$ cat src/rtl/lfsr5b_seq_ctrl.sv
// ============================================================================
// Module   : lfsr5b_seq_ctrl
// Brief    : Seeds a 5-bit LFSR and streams a programmed number of its states
//            over a valid/ready output, with done/abort/wrap reporting.
// Revision : 1.0 - initial release
// ============================================================================
`default_nettype none

module lfsr5b_seq_ctrl #(
   parameter int CNT_W = 8
) (
   input  logic             clk,
   input  logic             rst,
   input  logic             start,
   input  logic [4:0]       seed,
   input  logic [CNT_W-1:0] count,
   input  logic             abort,
   input  logic             out_ready,
   output logic             out_valid,
   output logic [4:0]       out_data,
   output logic             busy,
   output logic             done,
   output logic             wrap
);

   localparam logic [1:0] S_IDLE = 2'd0;
   localparam logic [1:0] S_RUN  = 2'd1;
   localparam logic [1:0] S_DONE = 2'd2;

   logic [1:0]       state;
   logic [1:0]       state_nxt;
   logic [4:0]       lfsr;
   logic [4:0]       lfsr_step;
   logic [4:0]       seed_reg;
   logic [4:0]       seed_fix;
   logic [CNT_W-1:0] remaining;
   logic             wrap_reg;
   logic             accept;
   logic             beat;

   assign lfsr_step = {lfsr[3], lfsr[2], lfsr[1] ^ lfsr[4], lfsr[0], lfsr[4]};
   // All-zero is the lock-up state, so it is never loaded.
   assign seed_fix  = (seed == 5'd0) ? 5'h1F : seed;
   assign accept    = (state == S_IDLE) && start;
   // Abort wins over a simultaneous handshake: that beat is dropped.
   assign beat      = (state == S_RUN) && out_ready && !abort;

   always_ff @(posedge clk or posedge rst) begin
      if (rst) begin
         state <= S_IDLE;
      end else begin
         state <= state_nxt;
      end
   end

   always_comb begin
      state_nxt = state;
      case (state)
         S_IDLE: begin
            if (start) begin
               state_nxt = (count == '0) ? S_DONE : S_RUN;
            end
         end
         S_RUN: begin
            if (abort) begin
               state_nxt = S_DONE;
            end else if (beat && (remaining == CNT_W'(1))) begin
               state_nxt = S_DONE;
            end
         end
         S_DONE:  state_nxt = S_IDLE;
         default: state_nxt = S_IDLE;
      endcase
   end

   always_comb begin
      out_valid = (state == S_RUN);
      busy      = (state == S_RUN) || (state == S_DONE);
      done      = (state == S_DONE);
      out_data  = lfsr;
      wrap      = wrap_reg;
   end

   always_ff @(posedge clk or posedge rst) begin
      if (rst) begin
         lfsr      <= 5'h1F;
         seed_reg  <= 5'h1F;
         remaining <= '0;
         wrap_reg  <= 1'b0;
      end else if (accept) begin
         lfsr      <= seed_fix;
         seed_reg  <= seed_fix;
         remaining <= count;
         wrap_reg  <= 1'b0;
      end else if (beat) begin
         lfsr      <= lfsr_step;
         remaining <= remaining - CNT_W'(1);
         if (lfsr_step == seed_reg) begin
            wrap_reg <= 1'b1;
         end
      end
   end

endmodule

`default_nettype wire

$ cat config.mk
export PLATFORM = sky130hd
export DESIGN_NAME = lfsr5b_seq_ctrl
export DESIGN_NICKNAME = d
export VERILOG_FILES = /design/src/rtl/lfsr5b_seq_ctrl.sv
export SDC_FILE = /design/constraint.sdc
export NUM_CORES = 1
export LEC_CHECK = 0
export BUFFER_PORTS_ARGS = -buffer_cell sky130_fd_sc_hd__buf_2
export CAP_MARGIN = 15
export CORE_MARGIN = 2
export CORE_UTILIZATION = 30
export DETAILED_ROUTE_END_ITERATION = 6
export RECOVER_POWER = 25
export SLEW_MARGIN = 0
export SYNTH_ARGS = -nofsm -noshare
export SYNTH_HDL_FRONTEND = slang
export SYNTH_SLANG_ARGS = --single-unit
$ cat constraint.sdc
create_clock -name clk -period 2.25 [get_ports clk]
set_clock_uncertainty 0.05 [all_clocks]
set_input_delay 0.1125 -clock clk [delete_from_list [all_inputs] [get_ports clk]]
set_output_delay 0.1125 -clock clk [all_outputs]
set_load 0.02 [all_outputs]
Word level (Yosys, flattened, before mapping)
Cells that the tools add are included.
{ "word_totals": {"register_bits": 21, "word_cells": 39, "input_bits": 18} }
{ "op_classes": {"n_bitwise": 1, "n_mux": 13, "n_eq_ne": 6, "reduce_logical": 13, "n_addsub": 1} }
{ "op_table": {"columns": ["cell", "count"], "rows": [
  ["2-to-1 mux 8 bit", 2],
  ["2-to-1 mux 5 bit", 3],
  ["equality test 8 x 1 -> 1 bit (second input constant)", 1],
  ["logical NOT 8 bit", 1],
  ["2-to-1 mux 2 bit", 4],
  ["subtractor 8 x 1 -> 8 bit (second input constant)", 1],
  ["equality test 5 bit", 1],
  ["logical NOT 5 bit", 1],
  ["logical AND 1 bit", 4],
  ["case mux 2 bit (2 select lines)", 1],
  ["AND reduction 2 bit", 2],
  ["nonzero test 2 bit", 2],
  ["2-to-1 mux 1 bit", 3],
  ["!= test 3 x 2 -> 1 bit (second input constant)", 1],
  ["equality test 2 x 1 -> 1 bit (second input constant)", 1],
  ["equality test 2 bit (second input constant)", 1],
  ["logical NOT 2 bit", 1],
  ["!= test 2 bit (second input constant)", 1],
  ["logical NOT 1 bit", 1],
  ["logical OR 1 bit", 1],
  ["bitwise XOR 1 bit", 1]
]} }

Longest topological paths before layout
{ "depth": {"word_depth": 7, "ltp_mapped": 7, "mapped_depth_nobuf": 6} }

Worst setup path before layout
OpenSTA, ideal clock, no wires.
{ "synth_timing": {"path_kind": "reg-to-reg", "from": "reg state[1]", "to": "reg remaining[6]", "path_buffers": 1, "path_slack_ps": 616, "stages_incl_launch_ff": 8, "required_time_ps": 2123, "arrival_time_ps": 1506, "period_less_slack_ps": 1634, "cell_sequence": "dfrtp_1 inv_1 ha_1 and3b_1 buf_2 nand4_1 xor2_1 a21oi_1"} }
{ "synth_via": {"elab_chain_cells": 4, "word_cells_on_any_way": 7} }
{ "synth_rtl": {"columns": ["element", "line_no", "source"], "rows": [
  ["start: declaration", "30", "logic [1:0] state;"],
  ["start signal: assignment", "52", "state <= state_nxt;"],
  ["equality test 2 x 1 -> 1 bit", null, null],
  ["via out_valid", "19", "output logic out_valid,"],
  ["logical AND 1 bit (2 in series)", "46", "assign beat = (state == S_RUN) && out_ready && !abort;"],
  ["nonzero test 2 bit (no line)", null, null],
  ["end signal: assignment", "93", "remaining <= count;"],
  ["end signal: assignment", "97", "remaining <= remaining - CNT_W'(1);"],
  ["end: declaration", "36", "logic [CNT_W-1:0] remaining;"]
]} }
The timed path passes the listed nets, and every way through them passes these cells.
A chain may end at the register's enable or synchronous reset.

Worst setup path in the final report
{ "layout_timing": {"from": "reg state[1]", "to": "reg remaining[6]"} }
{ "layout_via": {"elab_chain_cells": 4, "word_cells_on_any_way": 7} }
{ "layout_rtl": {"columns": ["element", "line_no"], "rows": [
  ["equality test 2 x 1 -> 1 bit", "46"],
  ["logical AND 1 bit (2 in series)", "46"],
  ["nonzero test 2 bit (no line)", null]
]} }
Several ways; a longest one is shown, not always the timed one.

==> metrics <==
syn nets 150; Die Y between 60 and 70 um; Req. time, crit path between 2000 and 2500 ps; antenna viol nets, final 0; Post-DP HPWL just over 2000 um; 1st-pass router iterations 4; WL final 2730 um; CTS tree built; Site Rows 22; Final #Nets between 150 and 200; status completed; clock slew at reported path FFs about 80 ps; worst-path maximum fanout 9; Slew headroom a little under half; fraction of layout cells with a size suffix above 1 26.9%; peak supply drop between 0.4 and 0.5 mV; Critical Path AT approximately 1900 ps; clk sink count 21; via count roughly 1000; IO buf count 26; Slew @ Worst Pin around 780 ps; drt initial violations 35; final worst slack 490 ps; Achievable Freq between 0.5 and 0.6 GHz; # resized after CTS 0; total gr overflow 0; die width about 66 um; RSZ-0062 raised after global routing false; max FFs per register 8; commonest non-fill, non-tap cell in the layout buf_2; Post-CTS Hold Buffers 1; Global Route Usage Sum 14.1%; CP endpoint kind register; Core Area roughly 0.0037 sq mm; Ys Warns 0; mapped cell area 0.00117 sq mm; Area Growth Syn to Fin 20.4%; final setup vio count 0; initial antenna violation count 0; H-tree depth 1; setup slack at placement 514 ps; GPL Wtd Cong roughly 0.93; critical path class register to register; clk root buf clkbuf_8; Initial Utilization a little under a third; crit path launch type register; FF+latch count, synth 21; P per Cell Area 1310 mW/mm^2; Fin Setup TNS 0 ps; setup bufs post-CTS 0; flop-to-flop setup slack 490 ps; first-pass GRT wire length 4660 um; # diodes 0; DRC 0; I/O Pins 27; Post-synth EDFFs 0; Max Buffers Root-to-Sink 2; Main synth FF type dfrtp_1; DR WL/cell about 13 um; clk_lat worst skew roughly 260 ps; Max Cap Violations 0; commonest cells after routing, fill and taps aside buf_2 (24), nor2_1 (21), nand2_1 (20), dfrtp_1 (11), dfstp_2 (10); post-synthesis async set-or-reset flop share 100%; CTS Buf Count 3; Leak just over 0.6 nW; worst hold path class input port to register; vias per cell between 4 and 5; vias in the first global route 1020; Avg Cell Area, Syn roughly 9.2 sq um; cells after synthesis 127; Tcrit/Tclk final 78.2%; die area approximately 0.0044 sq mm; fin crit period approximately 1800 ps; sequential share of the synthesized area between 40% and 50%; synth unique cells 32; hold violation total from the final report 0; max-slew violation count 0; largest net degree at the start of global routing 22
==> logic make-up after synthesis <==
family	share of synthesized area, %
buf+inv	2.68
flops	46.1
mux	0.858
compound gates	10.5
simple gates	24.7
xor+xnor	9.76
fa+ha+maj	5.36
==> metrics by stage <==
stage	instances	power [mW]	hold slack [ps]	utilization, %	instance area (sq um)
after global routing	204	2.01	34.4	38.1	1400
final	204	1.84	28.9	38.1	1400
after floorplan	127	1.37	31.6	-	1170
after CTS	204	1.86	27.7	38.1	1410
after detailed placement	199	1.60	251	36.6	1350
after global placement	199	1.57	245	36.6	1350
==> layer usage <==
metal / wire length (um) / part of all wire (%) / track usage (%)
met5: 0 / 0 / 0
met4: 37 / 1.4 / 3.32
met3: 148 / 5.4 / 4.43
met2: 1270 / 47 / 23.0
met1: 1270 / 47 / 18.1
==> worst paths after layout <==
kind / from / end / cells after the start
worst max-delay path: state[1] / remaining[6] / 6
worst min-delay path: count[7] / remaining[7] / 3
worst max register to register: state[1] / remaining[6] / 6
worst min register to register: seed_reg[2] / seed_reg[2] / 2
max in group asynchronous: rst / remaining[1] / 3
min in group asynchronous: rst / state[0] / 3
==> cell usage after synthesis, types with 2 or more instances <==
cell type   n  area, sq um
nand4_1     2         12.5
a21oi_1     2         10.0
nor2_1     21         78.8
clkbuf_1    2         7.51
nand3_1     2         10.0
inv_1       5         18.8
xnor2_1     5         43.8
nor4_1      3         18.8
xor2_1      8         70.1
ha_1        5         62.6
o21ai_0     8         40.0
and2_1      2         12.5
a31oi_1     4         25.0
nand2_1    20         75.1
dfstp_2    10          263
nor2b_1     2         12.5
dfrtp_1    11          275
==> critical path, stage by stage, from the launching register on <==
cell	delay, ps
dfrtp_1	410
inv_1	90
ha_1	240
and3b_1	410
nand4_1	170
xor2_1	180
a21oi_1	80
==> cell type report <==
cell class              count  area (sq um)
well taps                  48          60.1
inverters                   5          18.8
clock buffers               4          45.0
flip-flops and latches     21           538
fillers                   390          2280
multi-input cells          98           597
repair buffers             28           145
==> power by group <==
part | leakage [nW] | switching (mW) | internal, mW
sequential | 0.241 | 0.182 | 0.620
clock | 0.0228 | 0.124 | 0.126
combinational | 0.350 | 0.462 | 0.328
No activity file was read; power rests on OpenSTA's default activity.
